$ cat src/rtl/track_sensor_conditioner.sv
// Track sensor conditioner: per-channel sync + debounce + stuck detection,
// plus shared last-hit encoder and rising-event counter.

module tsc_channel #(
    parameter int DEBOUNCE_CYCLES = 1000,
    parameter int STUCK_CYCLES    = 50000
) (
    input  logic clk,
    input  logic reset,
    input  logic raw,
    output logic lvl,
    output logic rise,
    output logic fall,
    output logic stuck,
    output logic rise_n,
    output logic stuck_n
);
    typedef enum logic [1:0] {LOW, CONF_H, HIGH, CONF_L} ch_state_t;

    localparam logic [15:0] D_LAST = 16'(DEBOUNCE_CYCLES - 1);
    localparam logic [15:0] S_MAX  = 16'(STUCK_CYCLES);
    localparam bit          D_ONE  = (DEBOUNCE_CYCLES == 1);

    ch_state_t   state, state_n;
    logic [15:0] dcnt, dcnt_n;
    logic [15:0] scnt, scnt_n;
    logic        sync1, sync2;
    logic        lvl_n, fall_n;

    // Two-flop synchroniser for the asynchronous raw input
    always_ff @(posedge clk or posedge reset) begin
        if (reset) begin
            sync1 <= 1'b0;
            sync2 <= 1'b0;
        end else begin
            sync1 <= raw;
            sync2 <= sync1;
        end
    end

    // Debounce FSM and output state registers
    always_ff @(posedge clk or posedge reset) begin
        if (reset) begin
            state <= LOW;
            dcnt  <= '0;
            scnt  <= '0;
            lvl   <= 1'b0;
            rise  <= 1'b0;
            fall  <= 1'b0;
            stuck <= 1'b0;
        end else begin
            state <= state_n;
            dcnt  <= dcnt_n;
            scnt  <= scnt_n;
            lvl   <= lvl_n;
            rise  <= rise_n;
            fall  <= fall_n;
            stuck <= stuck_n;
        end
    end

    // Next-state: a level change is accepted only after DEBOUNCE_CYCLES
    // consecutive agreeing samples; any disagreement snaps back
    always_comb begin
        state_n = state;
        dcnt_n  = dcnt;
        unique case (state)
            LOW: if (sync2) begin
                if (D_ONE) begin state_n = HIGH;   dcnt_n = '0;    end
                else       begin state_n = CONF_H; dcnt_n = 16'd1; end
            end
            CONF_H: begin
                if (!sync2)              begin state_n = LOW;  dcnt_n = '0; end
                else if (dcnt == D_LAST) begin state_n = HIGH; dcnt_n = '0; end
                else                     dcnt_n = dcnt + 16'd1;
            end
            HIGH: if (!sync2) begin
                if (D_ONE) begin state_n = LOW;    dcnt_n = '0;    end
                else       begin state_n = CONF_L; dcnt_n = 16'd1; end
            end
            CONF_L: begin
                if (sync2)               begin state_n = HIGH; dcnt_n = '0; end
                else if (dcnt == D_LAST) begin state_n = LOW;  dcnt_n = '0; end
                else                     dcnt_n = dcnt + 16'd1;
            end
            default: begin state_n = LOW; dcnt_n = '0; end
        endcase
    end

    // Level/edge outputs and stuck-high timer; the timer counts cycles
    // already spent with lvl=1 and saturates so stuck stays set
    always_comb begin
        lvl_n  = (state_n == HIGH) || (state_n == CONF_L);
        rise_n = lvl_n & ~lvl;
        fall_n = ~lvl_n & lvl;
        scnt_n = scnt;
        if (fall_n)
            scnt_n = '0;
        else if (lvl && scnt != S_MAX)
            scnt_n = scnt + 16'd1;
        stuck_n = ~fall_n & (scnt_n == S_MAX);
    end
endmodule

module track_sensor_conditioner #(
    parameter int N_SENS          = 5,
    parameter int DEBOUNCE_CYCLES = 1000,
    parameter int STUCK_CYCLES    = 50000
) (
    input  logic              clk,
    input  logic              reset,
    input  logic [N_SENS-1:0] s_raw,
    output logic [N_SENS-1:0] s_lvl,
    output logic [N_SENS-1:0] s_rise,
    output logic [N_SENS-1:0] s_fall,
    output logic [2:0]        last_hit,
    output logic [7:0]        event_cnt,
    output logic [N_SENS-1:0] stuck,
    output logic              any_stuck
);
    logic [N_SENS-1:0] rise_n, stuck_n;
    logic [2:0]        hit_n;
    logic [7:0]        cnt_n;

    for (genvar g = 0; g < N_SENS; g++) begin : g_ch
        tsc_channel #(
            .DEBOUNCE_CYCLES(DEBOUNCE_CYCLES),
            .STUCK_CYCLES   (STUCK_CYCLES)
        ) u_ch (
            .clk    (clk),
            .reset  (reset),
            .raw    (s_raw[g]),
            .lvl    (s_lvl[g]),
            .rise   (s_rise[g]),
            .fall   (s_fall[g]),
            .stuck  (stuck[g]),
            .rise_n (rise_n[g]),
            .stuck_n(stuck_n[g])
        );
    end

    // Lowest-index rising channel wins; popcount feeds the event counter
    always_comb begin
        hit_n = last_hit;
        cnt_n = event_cnt;
        for (int i = N_SENS - 1; i >= 0; i--)
            if (rise_n[i]) hit_n = 3'(i + 1);
        for (int i = 0; i < N_SENS; i++)
            cnt_n = cnt_n + 8'(rise_n[i]);
    end

    // Shared registers update on the same edge as the per-channel pulses
    always_ff @(posedge clk or posedge reset) begin
        if (reset) begin
            last_hit  <= '0;
            event_cnt <= '0;
            any_stuck <= 1'b0;
        end else begin
            last_hit  <= hit_n;
            event_cnt <= cnt_n;
            any_stuck <= |stuck_n;
        end
    end
endmodule
$ cat config.mk
export PLATFORM = sky130hd
export DESIGN_NAME = track_sensor_conditioner
export DESIGN_NICKNAME = d
export VERILOG_FILES = /design/src/rtl/track_sensor_conditioner.sv
export SDC_FILE = /design/constraint.sdc
export NUM_CORES = 1
export LEC_CHECK = 0
export ABC_AREA = 1
export CAP_MARGIN = 10
export CORE_AREA = 2 2 235 191
export CTS_BUF_LIST = sky130_fd_sc_hd__clkbuf_8
export DETAILED_ROUTE_END_ITERATION = 6
export DIE_AREA = 0 0 237 193
export GPL_TIMING_DRIVEN = 1
export PLACE_DENSITY = 0.51
export SLEW_MARGIN = 10
export SYNTH_ARGS = -nofsm -noshare
export SYNTH_HDL_FRONTEND = slang
export SYNTH_SLANG_ARGS = --single-unit
$ cat constraint.sdc
create_clock -name clk -period 8.75 [get_ports clk]
set_input_delay 0.875 -clock clk [delete_from_list [all_inputs] [get_ports clk]]
set_output_delay 0.875 -clock clk [all_outputs]
set_load 0.02 [all_outputs]
==> out/metrics.cfg <==
[run_status]
status = finished, final reports clean

[synthesis]
synth_top_family_by_area = simple AND/OR/NAND/NOR gates
synth_commonest_cells = 494 x nand2_1, 283 x inv_1, 212 x dfrtp_1
netlist_area_sq_um = 12900
yosys_warnings = 0
yosysMostFrequentCell = nand2_1
ys_seq_elements = 212
synth_top_area_share_pct = 41.1
synthArstFlopShare_pct = 100
synth_mux_area_share_pct = 0
synth_cell_types = 57
synth_largest_area_cell = dfrtp_1
synthesis.nets = 1806
synthAdderAreaFrac_pct = 2.31
synth-edff-count = 0
syn-mean-instance-area_sq_um = 7.27
synth.area.top_cells = dfrtp_1 41%, nand2_1 14%, inv_1 8.2%, nor2_1 5.8%, nand3_1 5.0%
synth_ff_type = dfrtp_1
synth_compound_area_share_pct = 7.67
syn_inst = 1777
yosys.area_share.simple_pct = 33.4
synth-xor-area-share_pct = 4.07
yosysSeqAreaShare_pct = 41.1

[global_routing]
grt_use_met2_pct = 20.7
met3_usage_pct = 2.53
grt_first_pass_wirelength_um = 52700
antenna_found_initial = 0
top_usage_layer = met2
grt_max_degree = 91
grt_use_met1_pct = 20.3
grt_use_total_pct = 13.9
grt_pass1_vias = 10600
grt.overflow.total = 0

[clock_network]
ctsLongestPathBuffers = 3
ctsRootBufferMaster = clkbuf_8
cts.sinks = 212
cts_resized = 0
cts_setup_buffers = 0
path_clk_slew_ns = 0.06
hold_buffers = 0
cts_tree = yes
h-tree-depth = 2
numCtsBuffers = 41
clk_latency_ns = 0.55

[floorplan]
start_util_pct = 29.6
ios = 39
fp.dieArea_sq_um = 45700
rows = 69
die_w_um = 237
core_area_sq_um = 43600
die_h_um = 193

[drt]
wl_um = 30500
drtIter0Drc = 702
vias = 10900
drc = 0
first_pass_iters = 5
post_drt_wl_per_cell_um = 12.6
antenna_left = 0
post_drt_via_cell_ratio = 4.54

[timing]
tightest_slew_ns = 0.947
finalCritPeriodShare_pct = 42.8
fmax_mhz = 267
finClkSkew_ns = 0.0172
tns_ns = 0
hold_violations = 0
setup_slack_ns = 5.01
rsz0062_at_grt = no
period_needed_ns = 3.74
setup_violations = 0
finalMaxSlewViolations = 0
relSlewSlack_pct = 36.6

[worst_setup_path]
arrival_ns = 4.17
reg2reg_from = g_ch[0].u_ch.dcnt[1]
max_stage_delay_ns = 0.55
slowest_stage = fa_1
crit_fanout = 4
cp-startpoint = g_ch[0].u_ch.dcnt[1]
crit_chain = ha_1 > nand2_1 > inv_2 > nand2_1 > nor2_1 > nand3_1 > nand2_1 > nand2_1 > nand2_1 > inv_1 > fa_1 > fa_1 > ha_1 > inv_1 > fa_1 > o21ai_0 > nand2_1 > xnor2_1
cp-end-kind = register
rr_worst_depth = 18
start_kind = register
cp.required_ns = 9.18
path_common_cell = nand2_1
critPathKind = reg -> reg

[pwr]
ir_drop_mv = 0.0931
p_leak_uw = 0.00727
power_density_nw_per_um2 = 155
fin_total_pwr_uw = 2270

[layout]
nFillCells = 4561
postLayoutCellArea_sq_um = 14700
drive_above_1_share_pct = 8.31
fin_cells = 2410
fin_nets = 1842
syn_to_final_growth_pct = 13.6
insertedDiodeCount = 0

[placed_design]
hpwlAfterDp_um = 21600
port_buffers = 38
pre_cts_ws_ns = 5.01
dp_cells = 2338
place.gp.congestion = 0.879
place_area_sq_um = 13700

[min_path]
min_path_type = reg -> reg
hold_start = g_ch[0].u_ch.sync1
hold_depth = 0

[run]
maxCapViolCount = 0

power by group:
part / leakage (uW) / total [uW] / internal, uW / switching, uW
sequential: 0.00291 / 1000 / 992 / 10.7
clock: 0.000535 / 1210 / 750 / 459
combinational: 0.00382 / 60.4 / 15.6 / 44.8
sequential cells by signal (all words and copies together), names as in the netlist:
name and cells:
g_ch.u_ch.rise 5, g_ch.u_ch.stuck 5, g_ch.u_ch.dcnt 80, g_ch.u_ch.sync1 5, g_ch.u_ch.state 10, g_ch.u_ch.fall 5, event_cnt 8, g_ch.u_ch.lvl 5
last_hit 3, g_ch.u_ch.sync2 5, g_ch.u_ch.scnt 80, any_stuck 1
worst max-delay path, delay by kind of cell (launching register included):
kind	cells	cell delay [ns]
flip-flops	1	0.38
AND/OR/NAND/NOR	8	0.84
adder cells (fa/ha/maj)	5	1.75
buffers and inverters	3	0.23
AO/OA/AOI/OAI	1	0.30
XOR/XNOR	1	0.13
final cells by class:
cell class,instances,area [sq um],area share (%)
Inverter,300,1140,7.75
Clock inverter,19,263,1.79
Tap cell,568,711,4.85
Clock buffer,53,729,4.97
Sequential cell,212,5310,36.2
Timing Repair Buffer,40,395,2.70
Multi-Input combinational cell,1218,6130,41.8
metal layers:
metal  up-vias  part of all wire, %
li1       5662                    -
met1      5072                   53
met5         -                    0
met3        51                  4.2
met4         0                  2.2
met2       152                   41
path summary, 6_finish.rpt:
check / endpoint / slack, ns
setup / recovery: event_cnt[6] / 5.01
hold / removal: g_ch[0].u_ch.sync2 / 0.35
setup reg to reg: event_cnt[6] / 5.01
hold reg to reg: g_ch[0].u_ch.sync2 / 0.35
max in group asynchronous: g_ch[4].u_ch.scnt[10] / 6.63
min in group asynchronous: g_ch[2].u_ch.scnt[0] / 0.82
placed cells by master, fill, tap and decap left out, drive strengths merged, types with 9 or more instances in the layout:
master	synthesis	routed
nand2	513	513
inv	295	301
nor2	223	223
dfrtp	212	212
nand3	142	142
o21ai	79	79
xor2	53	53
clkbuf	4	53
clkdlybuf4s50	0	38
nand4	37	37
o22ai	30	30
nor3	30	30
a21oi	28	28
ha	19	19
clkinv	5	11
nor4	9	9
stage by stage:
stage          hold slack (ns)  utilization (%)
2_1_floorplan            0.331                -
3_3_place_gp             0.340             31.4
3_5_place_dp             0.335             31.4
4_1_cts                  0.348             33.6
5_1_grt                  0.358             33.6
6_report                 0.347             33.6
cell families after synthesis:
kind of cell | count (synthesis)
adders and majority gates | 22
and+or+nand+nor | 965
AOI/OAI and AO/OA | 171
buffers and inverters | 347
xor gates and xnor gates | 60
DFF | 212
Power figures use the tool's default switching activity.
